**config.mk**
```make
export PLATFORM = sky130hd
export DESIGN_NAME = ex_hazard_ctrl_flat
export DESIGN_NICKNAME = d
export VERILOG_FILES = /design/src/rtl/ex_hazard_ctrl_pkg.sv /design/src/rtl/ex_hazard_ctrl_if.sv /design/src/rtl/ex_hazard_ctrl_load_stall_timer.sv /design/src/rtl/ex_hazard_ctrl.sv /design/src/flat_wrapper.sv
export SDC_FILE = /design/constraint.sdc
export NUM_CORES = 1
export LEC_CHECK = 0
export CAP_MARGIN = 30
export CORE_MARGIN = 2
export CORE_UTILIZATION = 25
export DETAILED_ROUTE_END_ITERATION = 8
export HOLD_SLACK_MARGIN = 0.08
export MAX_ROUTING_LAYER = met4
export PLACE_DENSITY_LB_ADDON = 0.15
export SLEW_MARGIN = 5
export SYNTH_ARGS = -nofsm -noshare
export SYNTH_HDL_FRONTEND = slang
export SYNTH_SLANG_ARGS = --single-unit
```
**constraint.sdc**
```tcl
create_clock -name clk -period 1.8 [get_ports clk]
set_input_delay 0.27 -clock clk [delete_from_list [all_inputs] [get_ports clk]]
set_output_delay 0.27 -clock clk [all_outputs]
set_load 0.02 [all_outputs]
```
**src/rtl/ex_hazard_ctrl_pkg.sv**
```systemverilog
// ----------------------------------------------------------------------------
// ex_hazard_ctrl_pkg
// Shared definitions for the EX-stage hazard/forwarding controller:
//   - FSM state codes (RUN / LWAIT)
//   - select-bit positions used by the EX operand/branch muxes
//   - pipeline stage record carried from EX into WB
//   - a helper that decides whether a used source port reads a given rd
// ----------------------------------------------------------------------------
package ex_hazard_ctrl_pkg;

  // FSM codes kept as plain 1-bit constants so they match the legacy
  // header values bit for bit.
  localparam logic [0:0] HZ_RUN   = 1'b0;
  localparam logic [0:0] HZ_LWAIT = 1'b1;

  // Bit positions inside asel/bsel.
  localparam int SEL_FWD_BIT   = 1;  // forward wb_val into the EX operand
  localparam int SEL_IMMPC_BIT = 0;  // operand A = pc / operand B = imm

  typedef logic [4:0] reg_idx_t;

  localparam reg_idx_t REG_X0 = 5'd0;

  // What EX and WB need to remember about the instruction they hold.
  typedef struct packed {
    logic     valid;
    reg_idx_t rd;
    logic     regwen;
    logic     is_load;
  } stage_t;

  // True when an actually-used source port names a real register equal to rd.
  // x0 is never a dependency: it is hard-wired to zero.
  function automatic logic reads_reg(input logic     uses,
                                     input reg_idx_t rs,
                                     input reg_idx_t rd);
    return uses && (rs != REG_X0) && (rs == rd);
  endfunction

endpackage

```
**src/rtl/ex_hazard_ctrl_if.sv**
```systemverilog
// ----------------------------------------------------------------------------
// ex_hazard_ctrl_if
// Bundle between the core datapath (master) and the hazard controller (slave).
//   ID side : id_valid, id_rs1/2, id_rd, id_uses_rs1/2, id_regwen, id_is_load,
//             id_a_pc, id_b_imm
//   control : ex_br_taken (EX redirect), ext_stall (external freeze)
//   results : stall_id, ex_valid, asel, bsel, wb_valid, wb_rd, wb_regwen,
//             perf_stall_cnt, perf_fwd_cnt (zero unless HAZARD_PERF_EN)
// ----------------------------------------------------------------------------
interface ex_hazard_ctrl_if #(
  parameter int PERF_W = 32
);
  import ex_hazard_ctrl_pkg::*;

  logic              id_valid;
  reg_idx_t          id_rs1;
  reg_idx_t          id_rs2;
  reg_idx_t          id_rd;
  logic              id_uses_rs1;
  logic              id_uses_rs2;
  logic              id_regwen;
  logic              id_is_load;
  logic              id_a_pc;
  logic              id_b_imm;
  logic              ex_br_taken;
  logic              ext_stall;

  logic              stall_id;
  logic              ex_valid;
  logic [1:0]        asel;
  logic [1:0]        bsel;
  logic              wb_valid;
  reg_idx_t          wb_rd;
  logic              wb_regwen;
  logic [PERF_W-1:0] perf_stall_cnt;
  logic [PERF_W-1:0] perf_fwd_cnt;

  // Core datapath side.
  modport master (
    output id_valid, id_rs1, id_rs2, id_rd, id_uses_rs1, id_uses_rs2,
           id_regwen, id_is_load, id_a_pc, id_b_imm, ex_br_taken, ext_stall,
    input  stall_id, ex_valid, asel, bsel, wb_valid, wb_rd, wb_regwen,
           perf_stall_cnt, perf_fwd_cnt
  );

  // Hazard controller side.
  modport slave (
    input  id_valid, id_rs1, id_rs2, id_rd, id_uses_rs1, id_uses_rs2,
           id_regwen, id_is_load, id_a_pc, id_b_imm, ex_br_taken, ext_stall,
    output stall_id, ex_valid, asel, bsel, wb_valid, wb_rd, wb_regwen,
           perf_stall_cnt, perf_fwd_cnt
  );

endinterface

```
**src/rtl/ex_hazard_ctrl_load_stall_timer.sv**
```systemverilog
// ----------------------------------------------------------------------------
// load_stall_timer
// Down-counter that times the load-use wait.
//   clk, rst_n : clock, asynchronous active-low reset
//   en         : counter may change this cycle (0 = frozen)
//   clr        : force to zero (highest priority when enabled)
//   load       : load load_val
//   dec        : decrement, saturating at zero
//   zero       : count == 0
//   last       : count == 1 (the next decrement empties the counter)
// ----------------------------------------------------------------------------
module load_stall_timer #(
  parameter int CNT_W = 3
) (
  input  logic             clk,
  input  logic             rst_n,
  input  logic             en,
  input  logic             clr,
  input  logic             load,
  input  logic [CNT_W-1:0] load_val,
  input  logic             dec,
  output logic             zero,
  output logic             last
);

  logic [CNT_W-1:0] count;

  // NOTE: sequential state uses non-blocking assignments so every flop
  // samples pre-edge values regardless of block evaluation order.
  always_ff @(posedge clk or negedge rst_n) begin
    if (!rst_n) begin
      count <= '0;
    end else if (en) begin
      if (clr) begin
        count <= '0;
      end else if (load) begin
        count <= load_val;
      end else if (dec && (count != '0)) begin
        count <= count - 1'b1;
      end
    end
  end

  assign zero = (count == '0);
  assign last = (count == CNT_W'(1));

endmodule

```
**src/rtl/ex_hazard_ctrl.sv**
```systemverilog
// ----------------------------------------------------------------------------
// ex_hazard_ctrl
// Hazard/forwarding controller for the 3-stage core (ID -> EX -> WB).
//   clk, rst_n : core clock, asynchronous active-low reset
//   bus        : ex_hazard_ctrl_if.slave (ID fields, redirect, freeze in;
//                stall_id, EX/WB status and registered asel/bsel out)
// Parameters:
//   LOAD_LAT : load-use stall length in cycles (0 = never stall)
//   CNT_W    : load-wait counter width, 2**CNT_W > LOAD_LAT
//   PERF_W   : perf counter width
// Optional feature macro HAZARD_PERF_EN: adds load-stall and forward
// counters; without it the perf outputs are constant zero.
// ----------------------------------------------------------------------------
module ex_hazard_ctrl
  import ex_hazard_ctrl_pkg::*;
#(
  parameter int LOAD_LAT = 1,
  parameter int CNT_W    = 3,
  parameter int PERF_W   = 32
) (
  input  logic           clk,
  input  logic           rst_n,
  ex_hazard_ctrl_if.slave bus
);

  localparam logic [CNT_W-1:0] LOAD_INIT =
    CNT_W'((LOAD_LAT > 0) ? (LOAD_LAT - 1) : 0);

  stage_t     ex_q;
  stage_t     wb_q;
  logic [1:0] asel_q;
  logic [1:0] bsel_q;
  logic [0:0] state_q;
  logic [0:0] state_nxt;

  logic fwd_a;
  logic fwd_b;
  logic hazard;
  logic load_stall;
  logic issue;
  logic advance;

  logic tmr_clr;
  logic tmr_load;
  logic tmr_dec;
  logic tmr_zero;
  logic tmr_last;

  // --------------------------------------------------------------------------
  // Forward and load-use decisions, evaluated against the EX instruction only.
  // WB->ID dependencies are served by the regfile write-through read.
  // --------------------------------------------------------------------------
  assign fwd_a = ex_q.valid && ex_q.regwen &&
                 reads_reg(bus.id_uses_rs1, bus.id_rs1, ex_q.rd);
  assign fwd_b = ex_q.valid && ex_q.regwen &&
                 reads_reg(bus.id_uses_rs2, bus.id_rs2, ex_q.rd);

  assign hazard = (LOAD_LAT > 0) && bus.id_valid && ex_q.valid &&
                  ex_q.is_load && (ex_q.rd != REG_X0) &&
                  (reads_reg(bus.id_uses_rs1, bus.id_rs1, ex_q.rd) ||
                   reads_reg(bus.id_uses_rs2, bus.id_rs2, ex_q.rd));

  assign load_stall = (state_q == HZ_LWAIT) || hazard;
  assign issue      = bus.id_valid && !bus.ex_br_taken && !load_stall;
  assign advance    = !bus.ext_stall;

  // A redirect kills the ID instruction, so there is nothing left to hold.
  // Gated with rst_n so the front end is never held while in reset.
  assign bus.stall_id = rst_n &&
                        (bus.ext_stall || (!bus.ex_br_taken && load_stall));

  // --------------------------------------------------------------------------
  // Load-wait FSM. The detection cycle is the first stall cycle; LWAIT covers
  // the remaining LOAD_LAT-1 cycles and returns to RUN as the counter empties,
  // so a LOAD_LAT of 1 never leaves RUN.
  // --------------------------------------------------------------------------
  // NOTE: every signal written here gets a default first, so no path through
  // the block can leave one unassigned and infer a latch.
  always_comb begin
    state_nxt = state_q;
    tmr_clr   = 1'b0;
    tmr_load  = 1'b0;
    tmr_dec   = 1'b0;
    if (bus.ex_br_taken) begin
      state_nxt = HZ_RUN;
      tmr_clr   = 1'b1;
    end else if (state_q == HZ_LWAIT) begin
      tmr_dec = 1'b1;
      if (tmr_last || tmr_zero) begin
        state_nxt = HZ_RUN;
      end
    end else if (hazard) begin
      tmr_load = 1'b1;
      if (LOAD_LAT > 1) begin
        state_nxt = HZ_LWAIT;
      end
    end
  end

  load_stall_timer #(
    .CNT_W (CNT_W)
  ) u_timer (
    .clk      (clk),
    .rst_n    (rst_n),
    .en       (advance),
    .clr      (tmr_clr),
    .load     (tmr_load),
    .load_val (LOAD_INIT),
    .dec      (tmr_dec),
    .zero     (tmr_zero),
    .last     (tmr_last)
  );

  // --------------------------------------------------------------------------
  // Pipe registers. ext_stall freezes everything, including the FSM.
  // --------------------------------------------------------------------------
  always_ff @(posedge clk or negedge rst_n) begin
    if (!rst_n) begin
      ex_q    <= '0;
      wb_q    <= '0;
      asel_q  <= 2'b00;
      bsel_q  <= 2'b00;
      state_q <= HZ_RUN;
    end else if (advance) begin
      wb_q    <= ex_q;
      state_q <= state_nxt;
      if (issue) begin
        ex_q <= '{valid: 1'b1, rd: bus.id_rd, regwen: bus.id_regwen,
                  is_load: bus.id_is_load};
        asel_q[SEL_FWD_BIT]   <= fwd_a;
        asel_q[SEL_IMMPC_BIT] <= bus.id_a_pc;
        bsel_q[SEL_FWD_BIT]   <= fwd_b;
        bsel_q[SEL_IMMPC_BIT] <= bus.id_b_imm;
      end else begin
        ex_q   <= '0;
        asel_q <= 2'b00;
        bsel_q <= 2'b00;
      end
    end
  end

  assign bus.ex_valid  = ex_q.valid;
  assign bus.asel      = asel_q;
  assign bus.bsel      = bsel_q;
  assign bus.wb_valid  = wb_q.valid;
  assign bus.wb_rd     = wb_q.rd;
  assign bus.wb_regwen = wb_q.valid && wb_q.regwen && (wb_q.rd != REG_X0);

  // --------------------------------------------------------------------------
  // Optional performance counters (wrap modulo 2**PERF_W, frozen on ext_stall).
  // Only load-use stall cycles are counted, never external freezes.
  // --------------------------------------------------------------------------
`ifdef HAZARD_PERF_EN
  logic [PERF_W-1:0] perf_stall_q;
  logic [PERF_W-1:0] perf_fwd_q;

  always_ff @(posedge clk or negedge rst_n) begin
    if (!rst_n) begin
      perf_stall_q <= '0;
      perf_fwd_q   <= '0;
    end else if (advance) begin
      if (!bus.ex_br_taken && load_stall) begin
        perf_stall_q <= perf_stall_q + 1'b1;
      end
      if (issue && (fwd_a || fwd_b)) begin
        perf_fwd_q <= perf_fwd_q + 1'b1;
      end
    end
  end

  assign bus.perf_stall_cnt = perf_stall_q;
  assign bus.perf_fwd_cnt   = perf_fwd_q;
`else
  assign bus.perf_stall_cnt = {PERF_W{1'b0}};
  assign bus.perf_fwd_cnt   = {PERF_W{1'b0}};
`endif

endmodule

```
**src/flat_wrapper.sv**
```systemverilog
// flat-port wrapper written by rule: the top's interface ports become plain ports
module ex_hazard_ctrl_flat import ex_hazard_ctrl_pkg::*;
#(
  parameter int LOAD_LAT = 1,
  parameter int CNT_W    = 3,
  parameter int PERF_W   = 32
)
  (clk, rst_n, bus_id_valid, bus_id_rs1, bus_id_rs2, bus_id_rd, bus_id_uses_rs1, bus_id_uses_rs2, bus_id_regwen, bus_id_is_load, bus_id_a_pc, bus_id_b_imm, bus_ex_br_taken, bus_ext_stall, bus_stall_id, bus_ex_valid, bus_asel, bus_bsel, bus_wb_valid, bus_wb_rd, bus_wb_regwen, bus_perf_stall_cnt, bus_perf_fwd_cnt);
  ex_hazard_ctrl_if #(.PERF_W(PERF_W)) bus_i ();
  input  logic clk;
  input  logic rst_n;
  input wire logic [$bits(bus_i.id_valid)-1:0] bus_id_valid;
  input wire logic [$bits(bus_i.id_rs1)-1:0] bus_id_rs1;
  input wire logic [$bits(bus_i.id_rs2)-1:0] bus_id_rs2;
  input wire logic [$bits(bus_i.id_rd)-1:0] bus_id_rd;
  input wire logic [$bits(bus_i.id_uses_rs1)-1:0] bus_id_uses_rs1;
  input wire logic [$bits(bus_i.id_uses_rs2)-1:0] bus_id_uses_rs2;
  input wire logic [$bits(bus_i.id_regwen)-1:0] bus_id_regwen;
  input wire logic [$bits(bus_i.id_is_load)-1:0] bus_id_is_load;
  input wire logic [$bits(bus_i.id_a_pc)-1:0] bus_id_a_pc;
  input wire logic [$bits(bus_i.id_b_imm)-1:0] bus_id_b_imm;
  input wire logic [$bits(bus_i.ex_br_taken)-1:0] bus_ex_br_taken;
  input wire logic [$bits(bus_i.ext_stall)-1:0] bus_ext_stall;
  output wire logic [$bits(bus_i.stall_id)-1:0] bus_stall_id;
  output wire logic [$bits(bus_i.ex_valid)-1:0] bus_ex_valid;
  output wire logic [$bits(bus_i.asel)-1:0] bus_asel;
  output wire logic [$bits(bus_i.bsel)-1:0] bus_bsel;
  output wire logic [$bits(bus_i.wb_valid)-1:0] bus_wb_valid;
  output wire logic [$bits(bus_i.wb_rd)-1:0] bus_wb_rd;
  output wire logic [$bits(bus_i.wb_regwen)-1:0] bus_wb_regwen;
  output wire logic [$bits(bus_i.perf_stall_cnt)-1:0] bus_perf_stall_cnt;
  output wire logic [$bits(bus_i.perf_fwd_cnt)-1:0] bus_perf_fwd_cnt;
  assign bus_i.id_valid = bus_id_valid;
  assign bus_i.id_rs1 = bus_id_rs1;
  assign bus_i.id_rs2 = bus_id_rs2;
  assign bus_i.id_rd = bus_id_rd;
  assign bus_i.id_uses_rs1 = bus_id_uses_rs1;
  assign bus_i.id_uses_rs2 = bus_id_uses_rs2;
  assign bus_i.id_regwen = bus_id_regwen;
  assign bus_i.id_is_load = bus_id_is_load;
  assign bus_i.id_a_pc = bus_id_a_pc;
  assign bus_i.id_b_imm = bus_id_b_imm;
  assign bus_i.ex_br_taken = bus_ex_br_taken;
  assign bus_i.ext_stall = bus_ext_stall;
  assign bus_stall_id = bus_i.stall_id;
  assign bus_ex_valid = bus_i.ex_valid;
  assign bus_asel = bus_i.asel;
  assign bus_bsel = bus_i.bsel;
  assign bus_wb_valid = bus_i.wb_valid;
  assign bus_wb_rd = bus_i.wb_rd;
  assign bus_wb_regwen = bus_i.wb_regwen;
  assign bus_perf_stall_cnt = bus_i.perf_stall_cnt;
  assign bus_perf_fwd_cnt = bus_i.perf_fwd_cnt;
  ex_hazard_ctrl #(.LOAD_LAT(LOAD_LAT), .CNT_W(CNT_W), .PERF_W(PERF_W)) u_core (.clk(clk), .rst_n(rst_n), .bus(bus_i));
endmodule
```
After elaboration in Yosys (flattened, before gate mapping) --
Cells that the tools add are included.
Storage, ports and cells: register bits after elaboration 23, input bits 26, output and inout port bits 77, word-level logic and storage cells 63
Operators by class: add/sub/neg operators 1, eq/ne operators 3, multiplexer cells 15, bitwise operators 1, reductions and logical operators 32
Operator list (number):
- nonzero test 5 bit | 4
- logical AND 1 bit | 18
- == test 5 bit | 2
- 2-to-1 mux 1 bit | 9
- 2-to-1 mux 3 bit | 3
- 2-to-1 mux 8 bit | 1
- nonzero test 3 bit | 2
- logical OR 1 bit | 4
- 2-to-1 mux 2 bit | 2
- == test 3 x 1 -> 1 bit (second input constant) | 1
- zero test 3 bit | 1
- subtractor 3 x 1 -> 3 bit (second input constant) | 1
- zero test 1 bit | 2
- AND reduction 2 bit | 1
- NOT 1 bit | 1

Depth between registers and ports, before layout --
Gate-level depths: netlist (run 1).
depth after elaboration 10, gate-level depth with buffers 7, gate-level depth less buffers 7

Modules after synthesis --
From an unflattened synthesis (run 1), not the netlist that was laid out.
Second synthesis, totals: cell total of the unflattened synthesis 197, area, all modules 1795.5 µm²
By module, submodules not included:
- ex_hazard_ctrl | instances 1, cells each 166, area each 1524.0 µm², sequential area each 500.5 µm²
- load_stall_timer | instances 1, cells each 31, area each 271.5 µm², sequential area each 75.1 µm²

Least setup slack after synthesis (run 1) --
No wires, ideal clock.
path type register -> output, start register u_core.ex_q[3] in the netlist's numbering, end output bus_stall_id, arrival 1.799 ns, required time 1.530 ns, slack -0.269 ns, cell stages (with the launch flop) 6, buffers on the path 0, cell sequence dfrtp_1 or4_4 o21ai_2 nor4bb_2 a41o_1 o311a_1
Between the ends: longest elaborated chain between the ends 8, elaborated cells on any way between the ends 12, those cells by class 2 x eq/ne; 10 x reduce/logical
Ends and longest elaborated chain:
- from (decl) | line ex_hazard_ctrl.sv:29 | stage_t ex_q;
- from (signal assigned) | line ex_hazard_ctrl.sv:128 | ex_q <= '{valid: 1'b1, rd: bus.id_rd, regwen: bus.id_regwen,
- == test 5 bit | line ex_hazard_ctrl_pkg.sv:37 | return uses && (rs != REG_X0) && (rs == rd);
- logical AND 1 bit | line ex_hazard_ctrl_pkg.sv:37
- logical OR 1 bit | line ex_hazard_ctrl.sv:60 | (reads_reg(bus.id_uses_rs1, bus.id_rs1, ex_q.rd) ||
- logical AND 1 bit * | line ex_hazard_ctrl.sv:59 | ex_q.is_load && (ex_q.rd != REG_X0) &&
- logical OR 1 bit * | line ex_hazard_ctrl.sv:63 | assign load_stall = (state_q == HZ_LWAIT) || hazard;
- logical AND 1 bit * | line ex_hazard_ctrl.sv:70 | (bus.ext_stall || (!bus.ex_br_taken && load_stall));
- logical OR 1 bit * | line ex_hazard_ctrl.sv:70
- logical AND 1 bit * | line ex_hazard_ctrl.sv:69 | assign bus.stall_id = rst_n &&
- to (decl) | line flat_wrapper.sv:24 | output wire logic [$bits(bus_i.stall_id)-1:0] bus_stall_id;
Every way passes the cells marked *; elsewhere a longest branch is shown, timed or not.

Worst setup path in the final report (run 1) --
start register u_core.ex_q[5] in the netlist's numbering, end output bus_stall_id
The elaborated chain is that of the path after synthesis.

==> metrics.cfg, run 1 <==
[floorplan]
num_io_pins = 103
start_util_pct = 25.7
dieArea_um2 = 7680
placeableCoreArea_um2 = 6790
rows = 30
die_w_um = 87.6
die_h_um = 87.6

[logic_synthesis]
synthArstFlopShare_pct = 100
syn_area_um2 = 1750
synth_ff_type = dfrtp_1
yosys.area.top_type = dfrtp_1
synth_seq_cells = 23
ys.warnings.count = 0
synth_cell_types = 37
netlist.area_leader.share_pct = 32.9
synthTopCellsByArea = dfrtp_1 33%, buf_4 30%, a22o_1 4.5%
synth_edf_count = 0
syn_inst = 182
seq_area_frac_synth_pct = 32.9
syn-mean-instance-area_um2 = 9.61

[worst_setup_path]
critPathMostFrequentCell = buf_6
startpoint_type = flip-flop
worstPathRequired_ps = 1530
r2r_start = u_core.ex_q[3]
worst-path-buf-inv = 4
crit_path_end_kind = output pin
worstSetupPathType = flip-flop to output pin
setup.worst_path.start = u_core.ex_q[5]
max_stage_delay_ps = 420
arrival_ps = 2160
path_cells = buf_6 > buf_6 > xor2_1 > nor4_1 > buf_4 > nor4bb_4 > a41o_1 > o311a_4 > buf_6
path_max_fanout = 3
path_delay_family = buffers and inverters
crit_slowest_cell = dfrtp_1

[sta]
fmax_ghz = 0.412
finalSetupViolCount = 14
setup_tns_ps = -3760
worst_slack_ps = -627
rsz0062_at_grt = true
fin_skew_ps = 2.67
fin_crit_ps = 2430
final_hold_viol_count = 0
timing.final.crit_share_pct = 135
report.final.slew_viol_count = 0

[route]
drt_iter0_drc = 40
postRouteAntennaNets = 0
viasPerCell = 3.70
first_pass_iters = 4
wl_per_cell_um = 10.7
drc = 0
finalWirelength_um = 3790
vias = 1307

[power_and_ir_drop]
leakage_nw = 1.20
peakVddDrop_uv = 402
powerDensity_nw_per_um2 = 584

[global_route]
grt_pass1_vias = 1237
antenna_found_initial = 0
grt_max_degree = 28
grt_pass1_wl_um = 5870
track_usage_pct = 10.0
grt_overflow = 0

[cts]
clockRootBuffer = clkbuf_8
cts-buffers-inserted = 3
worstSkewPairLatency_ps = 270
cts_hold_buf = 0
cts_sinks = 23
clock_path_buffers = 2
path_clk_slew_ps = 90
cts-htree-levels = 1
cts_tree = built

[placement]
gp_congestion = 0.712
port_buffers = 38
dpl.hpwl_um = 2900

[min_path]
hold_class = primary input to async pin

[finish]
antenna_cells = 0
finalNetCount = 287
area_growth_pct = 36.8
drive_above_1_share_pct = 25.3
fin_util_pct = 35.2

[run_status]
outcome = finished, violations left
violations = negative setup slack

[flow_run]
maxCapViolations = 0

kinds of logic (layout without fill, tap and decap cells):
kind of cell | after synthesis | after routing | synth area share [%]
multiplexers | 8 | 8 | 5.08
flip-flops | 23 | 23 | 32.9
AO/OA/AOI/OAI | 29 | 29 | 13.1
AND/OR/NAND/NOR | 31 | 31 | 10.5
buffers and inverters | 78 | 90 | 31.5
XOR/XNOR | 9 | 9 | 4.51
other | 1 | 64 | 0.214
adder cells (fa/ha/maj) | 3 | 3 | 2.15
layout make-up:
class | instances | area (um2)
clock inverter | 1 | 7.51
inverter | 6 | 22.5
fill | 713 | 4400
timing repair buffer | 80 | 722
clock buffer | 3 | 41.3
multi-input combinational | 144 | 903
tap | 96 | 120
sequential | 23 | 576
state kept, by name, indices dropped and copies added (netlist names):
signal	cells
u_core.u_timer.count	3
u_core.wb_q	1
u_core.bus.wb_rd	5
u_core.ex_q	7
u_core.state_q	1
u_core.bus.asel	2
u_core.bus.bsel	2
u_core.bus.wb_valid	1
u_core.bus.ex_valid	1
layout by cell type, fill, tap and decap left out, drive strengths merged, types with 3 or more instances in the layout:
cell type	instances
clkdlybuf4s50	36
conb	64
a21oi	4
o21ai	5
nand3	3
inv	6
clkbuf	3
xor2	4
ha	3
dfrtp	23
buf	44
nand2	5
xnor2	5
nor2	10
a22o	9
mux2	7
report_power, final:
part,switching (mW),internal (mW)
Sequential,0.0251,0.549
Clock,0.181,0.157
Combinational,0.269,0.216
synth_stat cells (4+ instances only):
| master | instances |
|---|---|
| nor2_1 | 10 |
| buf_4 | 69 |
| xnor2_1 | 5 |
| o21ai_0 | 4 |
| dfrtp_1 | 23 |
| a22o_1 | 9 |
| a21oi_1 | 4 |
| mux2_2 | 7 |
| inv_1 | 6 |
| nand2_1 | 5 |
| xor2_1 | 4 |
through the flow:
step                      hold WS, ps  cells  worst slack (ps)  power (mW)  cell area, um2
after global routing              462    353              -771        1.48            2390
after floorplan                 -25.6    245              -246       0.962            2000
after CTS                         423    351              -718        1.41            2360
after global placement            469    340             -1120        1.04            2220
after detailed placement          483    340             -1090        1.04            2220
final                             409    353              -627        1.40            2390
final timing paths:
| kind | end | slack, ps | cells past startpoint |
|---|---|---|---|
| max | bus_stall_id | -630 | 9 |
| min | u_core.state_q | 410 | 2 |
| max reg2reg | u_core.u_timer.count[2] | -310 | 7 |
| min reg2reg | u_core.bus.asel[1] | 510 | 2 |
| max in group asynchronous | u_core.ex_q[3] | 1150 | 2 |
| min in group clk | u_core.bus.asel[1] | 510 | 2 |
routing by layer:
layer  part of all wire [%]  GRT usage [%]  up-vias
li1                       -              -      641
met1                     47           13.7      601
met2                     46           15.4       63
met3                    6.1           2.45        2
met4                   0.40           1.68        0
met5                      0              -        -
timing repair:
item | in CTS | in global routing
gates resized for setup | 15 | 7
pin swaps | 7 | 7
endpoints found under the setup margin | 15 | 15
buffers inserted | 8 | 4
No activity file was read; power rests on OpenSTA's default activity.
==> inputs of run 2 (changes only) <==
- SKIP_CTS_REPAIR_TIMING: not set -> 1
==> run 2 against run 1 <==
Against the previous run: the flow still finishes with violations (negative setup slack); clock-buffer cell count unchanged; clock power about the same; hold slack worse by 3.0 ps.
==> metrics.cfg, run 2 (synthesized netlist as in run 1, its figures left out) <==
[worst_setup_path]
crit_path_end_kind = output pin
path_cells = or4_4 > o21ai_4 > nor4bb_4 > a41o_1 > o311a_4 > buf_6
worst-path-buf-inv = 1  ; -3
path_max_fanout = 4  ; +1
crit_slowest_cell = or4_4
r2r_slack_ps = -120  ; +190 ps
rr_endpoint = u_core.ex_q[5]
arrival_ps = 2180  ; +20 ps
startpoint_type = flip-flop
worstPathRequired_ps = 1530  ; about the same
r2r_start = u_core.ex_q[5]
path_delay_family = compound AO/OA/AOI/OAI gates
max_stage_delay_ps = 510  ; +90 ps
r2r_cells = 7  ; unchanged
worstSetupPathType = flip-flop to output pin

[power_and_ir_drop]
peakVddDrop_uv = 407  ; +1.3%
power.total_mw = 1.39  ; -0.62%
powerDensity_nw_per_um2 = 596  ; +2.0%
leakage_nw = 1.17  ; -2.8%

[global_route]
grt_max_degree = 28  ; unchanged
antenna_found_initial = 0  ; unchanged
grt_pass1_vias = 1167  ; -5.7%
grt_overflow = 0  ; unchanged
track_usage_pct = 9.78  ; -0.26 points
grt_pass1_wl_um = 5730  ; -2.5%

[run_status]
violations = negative setup slack
outcome = finished, violations left

[floorplan]
rows = 30  ; unchanged
num_io_pins = 103  ; unchanged
dieArea_um2 = 7680  ; unchanged
die_w_um = 87.6  ; unchanged
start_util_pct = 25.7  ; unchanged
placeableCoreArea_um2 = 6790  ; unchanged
die_h_um = 87.6  ; unchanged

[flow_run]
maxCapViolations = 0  ; unchanged

[sta]
fmax_ghz = 0.408  ; -1.0%
rsz0062_at_grt = true
worst_slack_ps = -652  ; -24.6 ps
setup_tns_ps = -1890  ; +1880 ps
fin_skew_ps = 5.65  ; +2.98 ps
fin_crit_ps = 2450  ; +24.6 ps
final_hold_viol_count = 0  ; unchanged
finalSetupViolCount = 14  ; unchanged
timing.final.crit_share_pct = 136  ; +1.4 points
report.final.slew_viol_count = 0  ; unchanged

[cts]
cts_tree = built
clockRootBuffer = clkbuf_8
worstSkewPairLatency_ps = 270  ; about the same
clock_path_buffers = 2  ; unchanged
cts-buffers-inserted = 3  ; unchanged
path_clk_slew_ps = 90  ; about the same
cts_sinks = 23  ; unchanged
cts-htree-levels = 1  ; unchanged

[placement]
gp_congestion = 0.712  ; unchanged
dpl.hpwl_um = 2900  ; unchanged
port_buffers = 38  ; unchanged

[route]
postRouteAntennaNets = 0  ; unchanged
vias = 1280  ; -2.1%
wl_per_cell_um = 10.7  ; -0.61%
finalWirelength_um = 3700  ; -2.3%
drt_iter0_drc = 36  ; -10%
drc = 0  ; unchanged
viasPerCell = 3.69  ; -0.37%
first_pass_iters = 4  ; unchanged

[finish]
antenna_cells = 0  ; unchanged
drive_above_1_share_pct = 23.1  ; -2.2 points
n_fill_cell = 711  ; -0.28%
finalNetCount = 281  ; -2.1%
most-common-layout-cells = 64 x conb_1, 36 x clkdlybuf4s50_1, 35 x buf_4, 22 x dfrtp_1, 10 x nor2_1
area_growth_pct = 33.2
final_common_cell = conb_1
largest_reg_flops = 7  ; unchanged
top_register = u_core.ex_q

[min_path]
hold_class = primary input to async pin

## run 2: worst max-delay path by stage
stage                   start      endpoint  slack (ps)  depth (start not counted)
2_1_floorplan  u_core.ex_q[3]  bus_stall_id        -250                          5
3_3_place_gp    bus_id_rs2[1]  bus_stall_id       -1120                          7
3_5_place_dp    bus_id_rs2[1]  bus_stall_id       -1090                          7
4_1_cts        u_core.ex_q[3]  bus_stall_id       -1220                          7
5_1_grt        u_core.ex_q[4]  bus_stall_id        -720                          6
6_report       u_core.ex_q[5]  bus_stall_id        -650                          6
## run 2: stage by stage
step | std cells | setup WS (ps) | area [um2] | util (%) | hold WS, ps
2_1_floorplan | 245 | -246 | 2000 | - | -25.6
3_3_place_gp | 340 | -1120 | 2220 | 32.6 | 469
3_5_place_dp | 340 | -1090 | 2220 | 32.6 | 483
4_1_cts | 344 | -1220 | 2260 | 33.3 | 423
5_1_grt | 347 | -723 | 2330 | 34.3 | 461
6_report | 347 | -652 | 2330 | 34.3 | 406
## run 2: cell type report
class	instances	area [um2]	share of cell area (%)
flip-flops and latches	23	577	24.8
multi-input cells	144	896	38.5
clock inverters	1	7.51	0.322
well taps	96	120	5.16
repair buffers	74	666	28.6
inverters	6	22.5	0.967
clock buffers	3	41.3	1.77
## run 2: where the power goes
| part | total (mW) | internal, mW | switching, mW |
|---|---|---|---|
| logic | 0.472 | 0.207 | 0.265 |
| clock network | 0.341 | 0.157 | 0.184 |
| registers | 0.575 | 0.549 | 0.0254 |
| total | 1.39 | 0.914 | 0.475 |
## run 2: routing by layer
metal | wire (um) | share of wire [%] | up-vias | global-route usage [%]
li1 | - | - | 626 | -
met1 | 1810 | 49 | 582 | 14.2
met2 | 1630 | 44 | 70 | 13.8
met3 | 246 | 6.6 | 2 | 2.45
met4 | 15 | 0.41 | 0 | 1.68
met5 | 0 | 0 | - | -
==> inputs of run 3 (changes only) <==
- CORE_UTILIZATION: 25 -> 34
- CTS_CLUSTER_SIZE: not set -> 8
==> run 3 against run 2 <==
Against the previous run: the run still ends with negative setup slack left; highest routed layer unchanged; flip-flop and latch count unchanged; register-to-register slack got worse by 100 ps; setup slack worse by 9.6 ps; global-route usage up 2.6 points; clock power down 8.2%.
==> metrics.cfg, run 3 (synthesized netlist as in run 1, its figures left out) <==
[route]
drt_iter0_drc = 19  ; -47%
first_pass_iters = 4  ; unchanged
wl_per_cell_um = 10.5  ; -1.7%
viasPerCell = 3.95  ; +7.2%
postRouteAntennaNets = 0  ; unchanged
drc = 0  ; unchanged
finalWirelength_um = 3390  ; -8.5%
vias = 1277  ; -0.23%

[floorplan]
num_io_pins = 103  ; unchanged
rows = 26  ; -13%
placeableCoreArea_um2 = 5040  ; -26%
die_h_um = 75.7  ; -14%
die_w_um = 75.7  ; -14%
start_util_pct = 34.7  ; +8.9 points
dieArea_um2 = 5730  ; -25%

[global_route]
grt_most_used_layer = met2
grt_pass1_wl_um = 5220  ; -8.8%
grtUsageMet2_pct = 18.3  ; +4.4 points
use_met3_pct = 3.04  ; +0.59 points
grt_max_degree = 24  ; -14%
grt_pass1_vias = 1145  ; -1.9%
antenna_found_initial = 0  ; unchanged
track_usage_pct = 12.4  ; +2.6 points
grt_overflow = 0  ; unchanged
use_met1_pct = 17.0  ; +2.8 points

[power_and_ir_drop]
power.total_mw = 1.37  ; -1.1%
leakage_nw = 1.19  ; +1.5%
peakVddDrop_uv = 286  ; -30%
powerDensity_nw_per_um2 = 584  ; -1.9%

[finish]
fin_util_pct = 46.6  ; +12 points
largest_reg_flops = 7  ; unchanged
area_growth_pct = 34.3
final_common_cell = conb_1
finalNetCount = 283  ; +0.71%
top_register = u_core.ex_q
most-common-layout-cells = 64 x conb_1, 36 x clkdlybuf4s50_1, 35 x buf_4, 22 x dfrtp_1
drive_above_1_share_pct = 26.5  ; +3.4 points
final_cells = 323  ; -6.9%
antenna_cells = 0  ; unchanged
fin_area_um2 = 2350  ; +0.86%

[sta]
fin_skew_ps = 5.69  ; +0.0450 ps
fin_crit_ps = 2460  ; +9.62 ps
final_hold_viol_count = 0  ; unchanged
fmax_ghz = 0.406  ; -0.39%
finalSetupViolCount = 14  ; unchanged
worst_slack_ps = -661  ; -9.62 ps
rsz0062_at_grt = true
report.final.slew_viol_count = 0  ; unchanged
timing.final.crit_share_pct = 137  ; +0.53 points

[flow_run]
maxCapViolations = 0  ; unchanged

[cts]
clock_path_buffers = 2  ; unchanged
clockRootBuffer = clkbuf_8
cts-buffers-inserted = 3  ; unchanged
path_clk_slew_ps = 80  ; about the same
cts-htree-levels = 1  ; unchanged
cts_tree = built
worstSkewPairLatency_ps = 260  ; about the same
cts_sinks = 23  ; unchanged

[worst_setup_path]
r2r_slack_ps = -220  ; -100 ps
r2r_start = u_core.ex_q[3]
setup.worst_path.start = bus_id_rs2[1]
r2r_cells = 7  ; unchanged
path_max_fanout = 2  ; -2
critPathCapture = bus_stall_id
startpoint_type = primary input
worstPathRequired_ps = 1530  ; about the same
crit_path_end_kind = output pin
arrival_ps = 2190  ; about the same
rr_endpoint = u_core.u_timer.count[2]
worstSetupPathType = primary input to output pin

[placement]
dp_slack_ps = -1090  ; +7.51 ps
dpl.hpwl_um = 2660  ; -8.1%
dp.cells = 313  ; -7.9%
placed_area_um2 = 2180  ; -1.8%
port_buffers = 38  ; unchanged
gp_congestion = 0.741  ; +4.1%

[min_path]
hold_class = primary input to async pin

[run_status]
outcome = finished, violations left
violations = negative setup slack

-- run 3: changes by cell type in the layout (fill, tap and decap cells not counted), sizes merged --
cell / previous run / this run
buf: 38 / 40
clkinvlp: 1 / 0
clkinv: 0 / 1
-- run 3: report_power, final --
| group | leakage, nW | internal (mW) | switching (mW) |
|---|---|---|---|
| Sequential | 0.309 | 0.549 | 0.0225 |
| Clock | 0.0255 | 0.154 | 0.159 |
| Combinational | 0.852 | 0.217 | 0.271 |
| Total | 1.19 | 0.921 | 0.453 |
-- run 3: worst max-delay path: stages --
cell and delay [ps]:
clkdlybuf4s50_1 420, or4_4 540, a21oi_2 170, nor2_2 70
a41o_1 280, o311a_4 310, buf_6 130
-- run 3: stage by stage --
step | hold WS, ps | TNS (ps)
after floorplan | -25.6 | -246
after global placement | 474 | -7470
after detailed placement | 484 | -7400
after CTS | 438 | -4850
after global routing | 444 | -3690
final | 423 | -2580
-- run 3: worst min-delay path by stage --
| stage | startpoint | end | cells after the start |
|---|---|---|---|
| finish | rst_n | u_core.wb_q[1] | 2 |
| global route | rst_n | u_core.bus.bsel[0] | 2 |
| CTS | rst_n | u_core.bus.wb_valid | 2 |
| detailed placement | u_core.bus.asel[1] | u_core.bus.asel[1] | 2 |
| global placement | u_core.bus.asel[1] | u_core.bus.asel[1] | 2 |
| floorplan | rst_n | u_core.bus.asel[0] | 0 |
-- run 3: area by class of cell --
class	instances	area (um2)
clock inverter	1	5.00
timing repair buffer	76	688
fill	517	2690
multi-input combinational	144	928
tap	70	87.6
sequential	23	577
inverter	6	22.5
clock buffer	3	41.3
-- run 3: routing by layer --
layer / wire [um] / up-vias
met5: 0 / -
li1: - / 627
met3: 289 / 2
met1: 1520 / 589
met4: 20 / 0
met2: 1560 / 59
==> variant 1: new RTL, settings of run 1 <==
`CNT_W` is set to 3 in 3 places; all go to 6.
--- a/src/rtl/ex_hazard_ctrl_load_stall_timer.sv
+++ b/src/rtl/ex_hazard_ctrl_load_stall_timer.sv
@@ -10,7 +10,7 @@
 //   last       : count == 1 (the next decrement empties the counter)
 // ----------------------------------------------------------------------------
 module load_stall_timer #(
-  parameter int CNT_W = 3
+  parameter int CNT_W = 6
 ) (
   input  logic             clk,
   input  logic             rst_n,
--- a/src/rtl/ex_hazard_ctrl.sv
+++ b/src/rtl/ex_hazard_ctrl.sv
@@ -15,7 +15,7 @@
   import ex_hazard_ctrl_pkg::*;
 #(
   parameter int LOAD_LAT = 1,
-  parameter int CNT_W    = 3,
+  parameter int CNT_W    = 6,
   parameter int PERF_W   = 32
 ) (
   input  logic           clk,
--- a/src/flat_wrapper.sv
+++ b/src/flat_wrapper.sv
@@ -2,7 +2,7 @@
 module ex_hazard_ctrl_flat import ex_hazard_ctrl_pkg::*;
 #(
   parameter int LOAD_LAT = 1,
-  parameter int CNT_W    = 3,
+  parameter int CNT_W    = 6,
   parameter int PERF_W   = 32
 )
   (clk, rst_n, bus_id_valid, bus_id_rs1, bus_id_rs2, bus_id_rd, bus_id_uses_rs1, bus_id_uses_rs2, bus_id_regwen, bus_id_is_load, bus_id_a_pc, bus_id_b_imm, bus_ex_br_taken, bus_ext_stall, bus_stall_id, bus_ex_valid, bus_asel, bus_bsel, bus_wb_valid, bus_wb_rd, bus_wb_regwen, bus_perf_stall_cnt, bus_perf_fwd_cnt);
Behaviour: same outputs for any inputs over 10 cycles, from zero or initial values and one cycle with rst_n low; that may be too few to reach the edited logic, so the function may still have changed.
==> variant 1 against run 1 <==
- the flow still finishes with violations (setup timing)
- synthesized area grew 11%
- maximum frequency up 4.1%
- design area up 2.0%
- first-iteration DRC count rose by 13%
- total power is 8.5% higher
- wire length rose by 11%
- non-clock buffer count is 15 lower
- setup slack improved by 0.095 ns
- sequential cell count grew 3
- largest cell class unchanged
==> variant 1: results (changes against run 1) <==
RUN STATUS
--------------------------------------------------------------------------------
Result of the run ................................................. finished with violations
Violations in the final reports ................................... setup timing

PLACED DESIGN
--------------------------------------------------------------------------------
Routability congestion estimate from global placement .............        0.847   +19%
Total placed instance area ........................................     2360 um2   +6.3%
Placed Cells incl. Taps ...........................................          356   +4.7%
Pre-CTS setup slack ...............................................    -0.681 ns   +0.414 ns
Post-detail-place hpwl ............................................      3190 um   +10%

GRT
--------------------------------------------------------------------------------
Via count of the first global-routing pass ........................        1,283   +3.7%
Overall Global Routing Usage ......................................        0.102   +0.00181
First-pass GRT wire length ........................................      6620 um   +13%
Maximum number of pins on one net before global-route repair ......           27   -3.6%
Antenna violations before repair ..................................            0   unchanged

TIMING
--------------------------------------------------------------------------------
Post-Route Skew ...................................................    0.0110 ns   +0.00837 ns
Endpoints failing setup ...........................................           17   +3
Total negative slack for setup checks .............................     -5.25 ns   -1.48 ns
Setup slack of the critical path after layout .....................    -0.532 ns   +0.0949 ns
Worst hold slack after final layout ...............................     0.395 ns   -0.0148 ns

POWER
--------------------------------------------------------------------------------
Net switching share of the total power ............................        0.300   -0.0404
Static leakage ....................................................      1.16 nW   -3.6%
Peak supply drop ..................................................   0.000310 V   -23%

SYNTHESIS
--------------------------------------------------------------------------------
Commonest cells in the synthesized netlist ........................ sky130_fd_sc_hd__buf_4, sky130_fd_sc_hd__dfrtp_1, sky130_fd_sc_hd__nand2_1
Main area contributors after synthesis ............................ sky130_fd_sc_hd__dfrtp_1, sky130_fd_sc_hd__buf_4, sky130_fd_sc_hd__a32o_1, sky130_fd_sc_hd__mux2_2, sky130_fd_sc_hd__nand2_1
Post-Synthesis Mean Instance Area .................................     9.53 um2   -0.89%

CELLS AND AREA
--------------------------------------------------------------------------------
Fraction of final layout cells with drive strength greater than 1 .        0.201   -0.0521
Final nets ........................................................          289   +0.70%

WORST SETUP PATH
--------------------------------------------------------------------------------
Worst r2r path cells ..............................................            6   -1
Largest fanout of any net on the critical path ....................            2   -1
End of the worst register-to-register path ........................ u_core.u_timer.count[1]
Arrival time worst endpoint .......................................      2.06 ns   -0.10 ns
Flop2flop setup slack .............................................     -0.33 ns   -0.02 ns
Critical Path Source .............................................. u_core.ex_q[2]

ROUTE
--------------------------------------------------------------------------------
Via count .........................................................        1,455   +11%
Number of DRC markers in iteration 0 ..............................           45   +13%
Routed via count divided by cell count ............................         4.03   +8.9%
Antenna violation net count after detailed routing ................            0   unchanged
Average wire per cell in the routed design ........................      11.6 um   +8.1%

CLOCKING
--------------------------------------------------------------------------------
Clock root cell ................................................... sky130_fd_sc_hd__clkbuf_8
Clock-pin slew on the worst setup and hold paths ..................      0.10 ns

==> variant 1: cell types whose count changed after synthesis, moves of 4 or more <==
cell and change:
sky130_fd_sc_hd__a22o_1 -8, sky130_fd_sc_hd__a32o_1 +9, sky130_fd_sc_hd__clkbuf_1 +4, sky130_fd_sc_hd__nand2_1 +10, sky130_fd_sc_hd__nor2_1 -6, sky130_fd_sc_hd__nor3_1 +6, sky130_fd_sc_hd__o21ai_0 +4
==> variant 1: logic make-up (layout without fill, tap and decap cells) <==
group,Yosys count,count (layout),share of synthesized area
buffers and inverters,80,72,0.292
and+or+nand+nor,40,40,0.103
AOI/OAI and AO/OA,34,34,0.148
DFF,26,26,0.335
xor gates and xnor gates,10,10,0.0451
muxes,10,10,0.0560
adders and majority gates,3,3,0.0193
other,1,64,0.00193
==> variant 1: power groups by stage <==
stage | Sequential [mW] | Clock, mW | Combinational, mW
floorplan | 0.648 | 0 | 0.326
global placement | 0.638 | 0 | 0.390
detailed placement | 0.639 | 0 | 0.389
CTS | 0.628 | 0.511 | 0.393
global route | 0.631 | 0.541 | 0.422
finish | 0.627 | 0.498 | 0.390
==> variant 1: repair_timing <==
item,4_1_cts,5_1_grt
hold endpoints to repair,0,0
hold buffers,0,0
setup endpoints to repair,18,17
buffers inserted,1,0
pin swaps,2,1
resized for setup,12,1
==> variant 1: critical path, stage by stage, from the launching register on <==
cell	delay [ns]
sky130_fd_sc_hd__dfrtp_1	0.39
sky130_fd_sc_hd__or4_4	0.53
sky130_fd_sc_hd__o2111a_2	0.28
sky130_fd_sc_hd__o21a_1	0.13
sky130_fd_sc_hd__a32oi_4	0.22
sky130_fd_sc_hd__a21oi_4	0.08
sky130_fd_sc_hd__buf_6	0.14
==> variant 1: cell type report <==
cell class	count	area [um2]
timing repair buffer	65	583
clock buffer	3	41.3
sequential	26	651
clock inverter	1	30.0
multi-input combinational	161	996
fill	829	5210
inverter	3	11.3
tap	102	128
==> variant 1: routing by layer <==
metal / track usage / vias up / part of all wire
li1: - / 693 / -
met1: 0.145 / 689 / 0.48
met2: 0.152 / 71 / 0.45
met3: 0.0140 / 2 / 0.053
met4: 0.0299 / 0 / 0.010
met5: - / - / 0
==> variant 1: worst min path at each step <==
stage / endpoint / cells past startpoint
finish: u_core.ex_q[4] / 2
global route: u_core.ex_q[6] / 2
CTS: u_core.ex_q[4] / 2
detailed placement: u_core.bus.asel[1] / 2
global placement: u_core.bus.asel[1] / 2
floorplan: u_core.bus.asel[0] / 0
==> variant 2: new RTL, flow settings as in run 1 <==
Without the edit above. Build with the macro `HAZARD_PERF_EN` defined.
--- a/src/rtl/ex_hazard_ctrl.sv
+++ b/src/rtl/ex_hazard_ctrl.sv
@@ -11,6 +11,8 @@
 // Optional feature macro HAZARD_PERF_EN: adds load-stall and forward
 // counters; without it the perf outputs are constant zero.
 // ----------------------------------------------------------------------------
+`define HAZARD_PERF_EN
+
 module ex_hazard_ctrl
   import ex_hazard_ctrl_pkg::*;
 #(
Check against the original RTL: not equivalent (a bounded check fails within 4 cycles, from zero or initial values and one cycle with rst_n low).
==> variant 2 against run 1 <==
- wire length grew to 3.4 times the old value
- critical endpoint is now u_core.bus.perf_fwd_cnt[12]
- hold slack improved by 0.086 ns
- final cell count increased by 130%
- synthesized area up 150%
- non-clock buffer count grew 116
- the flow still finishes with violations (setup timing)
- design area rose to 3.1 times the old value
- sequential share of layout area is 5.2 points higher
- setup slack lost 0.15 ns
- global-route usage grew 5.6 points
- register-to-register slack lost 0.46 ns
- critical path depth rose by 2
- sequential cell count is 64 higher
- total power rose to 3.1 times the old value
==> variant 2: results (changes against run 1) <==
RUN STATUS
--------------------------------------------------------------------------------------
Result of the run ....................................................... finished with violations
Violations in the final reports ......................................... setup timing

SYNTHESIS
--------------------------------------------------------------------------------------
Portion of netlist area occupied by mux cells ...........................       0.0258   -0.0250
Commonest cells in the synthesized netlist .............................. sky130_fd_sc_hd__dfrtp_1, sky130_fd_sc_hd__xor2_1, sky130_fd_sc_hd__nand2_1
Number of distinct standard cells referenced by the synthesized netlist .           51   +38%
Area share of fa/ha/maj cells after synthesis ...........................       0.0145   -0.00697
Post-Synth XOR/XNOR Area ................................................        0.144   +0.0990
Share of the synthesized area in compound gates (AO/OA/AOI/OAI) .........       0.0780   -0.0529
Main area contributors after synthesis .................................. sky130_fd_sc_hd__dfrtp_1, sky130_fd_sc_hd__xor2_1, sky130_fd_sc_hd__xnor2_1, sky130_fd_sc_hd__nor3_1, sky130_fd_sc_hd__nand2_1
Register area share after synthesis .....................................        0.504   +0.175

GRT
--------------------------------------------------------------------------------------
Overall Global Routing Usage ............................................        0.156   +0.0556
First-pass GRT wire length ..............................................    21,500 um   +270%
Via count of the first global-routing pass ..............................        3,913   +220%

TIMING
--------------------------------------------------------------------------------------
Endpoints failing setup .................................................           81   +67
Setup slack of the critical path after layout ...........................    -0.774 ns   -0.147 ns
Total count of hold-check failures in the final report ..................            0   unchanged
Post-Route Skew .........................................................   0.00884 ns   +0.00617 ns

CLOCKING
--------------------------------------------------------------------------------------
Number of levels the H-tree was split into ..............................            3   +2
Clock insertion delay at the later pin of the skew report ...............      0.35 ns   +0.08 ns
Clock-pin slew on the worst setup and hold paths ........................      0.06 ns   -0.03 ns
Clock root cell ......................................................... sky130_fd_sc_hd__clkbuf_16
Total clock buffers created by CTS ......................................            9   +6

CELLS AND AREA
--------------------------------------------------------------------------------------
Fraction of final layout cells with drive strength greater than 1 .......        0.353   +0.0996
Final nets ..............................................................          616   +110%
Layout fillers ..........................................................        1,631   +130%

PLACED DESIGN
--------------------------------------------------------------------------------------
Routability congestion estimate from global placement ...................        0.771   +8.3%
Post-detail-place hpwl ..................................................      8690 um   +200%
Total placed instance area ..............................................     6200 um2   +180%
Port bufs ...............................................................          102   +170%
Pre-CTS setup slack .....................................................    -0.922 ns   +0.172 ns

WORST SETUP PATH
--------------------------------------------------------------------------------------
Delay of the slowest cell on the worst path .............................      0.53 ns   +0.11 ns
Arrival time worst endpoint .............................................      2.80 ns   +0.64 ns
Worst r2r path cells ....................................................           11   +4
Cell at the slowest stage of the critical path .......................... sky130_fd_sc_hd__or4_4
Delay-heaviest family, CP ............................................... simple AND/OR/NAND/NOR gates
Largest fanout of any net on the critical path ..........................            6   +3

ROUTE
--------------------------------------------------------------------------------------
First-pass detailed-route iteration total ...............................            4   unchanged
Post-detailed-routing wire length .......................................    13,100 um   +240%
Number of DRC markers in iteration 0 ....................................          186   +370%
Via count ...............................................................        3,733   +190%

POWER
--------------------------------------------------------------------------------------
Peak supply drop ........................................................   0.000441 V   +9.7%
Static leakage ..........................................................      3.80 nW   +220%
P_int ...................................................................      3.31 mW   +260%

-- variant 2: power by group through the flow --
stage	Combinational, mW	Sequential, mW	Clock [mW]
after floorplan	0.160	2.07	0
after global placement	0.375	2.05	0
after detailed placement	0.380	2.05	0
after CTS	0.405	2.02	1.97
after global routing	0.447	2.02	2.05
final	0.406	2.02	1.89
-- variant 2: final cells by class --
cell class	instances	area share
sequential	87	0.293
inverter	12	0.00604
multi-input combinational	279	0.363
timing repair buffer	196	0.262
clock inverter	3	0.00570
tap	225	0.0377
clock buffer	13	0.0335
-- variant 2: cell families after synthesis --
| group | count (synthesis) |
|---|---|
| buf+inv | 31 |
| xor+xnor | 71 |
| fa+ha+maj | 5 |
| simple gates | 158 |
| mux | 10 |
| flops | 87 |
| compound gates | 34 |
-- variant 2: timing repair --
action	4_1_cts	5_1_grt
buffers inserted	9	9
endpoints found under the setup margin	83	82
gates cloned	5	1
resized for setup	128	40
pin swaps	56	39
hold endpoints to repair	53	0
hold buffers	1	0
-- variant 2: metrics by stage --
stage               TNS (ns)  std cells  hold WS [ns]  utilization
detailed placement    -48.38        781         0.434        0.362
global placement      -47.51        781         0.431        0.362
floorplan             -41.85        396       -0.0256            -
CTS                   -47.36        811         0.497        0.425
finish                -50.14        815         0.495        0.436
global route          -55.47        815         0.513        0.436
-- variant 2: worst reg2reg max path, delay by kind of cell (launching register included) --
family | cells | cell delay (ns)
XOR/XNOR | 1 | 0.13
AND/OR/NAND/NOR | 4 | 0.97
flip-flops | 1 | 0.37
AO/OA/AOI/OAI | 1 | 0.31
buffers and inverters | 5 | 0.68
-- variant 2: path summary, 6_finish.rpt --
kind	start	endpoint	slack, ns
setup / recovery	u_core.ex_q[5]	u_core.bus.perf_fwd_cnt[12]	-0.77
hold / removal	u_core.bus.perf_stall_cnt[31]	u_core.bus.perf_stall_cnt[31]	0.50
setup reg to reg	u_core.ex_q[5]	u_core.bus.perf_fwd_cnt[12]	-0.77
hold reg to reg	u_core.bus.perf_stall_cnt[31]	u_core.bus.perf_stall_cnt[31]	0.50
max in group asynchronous	rst_n	u_core.bus.perf_stall_cnt[5]	0.76
min in group asynchronous	rst_n	u_core.bus.wb_valid	0.58
-- variant 2: per-layer routing --
layer	vias to the layer above	track usage	part of all wire
met1	1864	0.195	0.45
met3	8	0.0434	0.046
li1	1776	-	-
met2	85	0.256	0.50
met5	-	-	0
met4	0	0.0295	0.0081
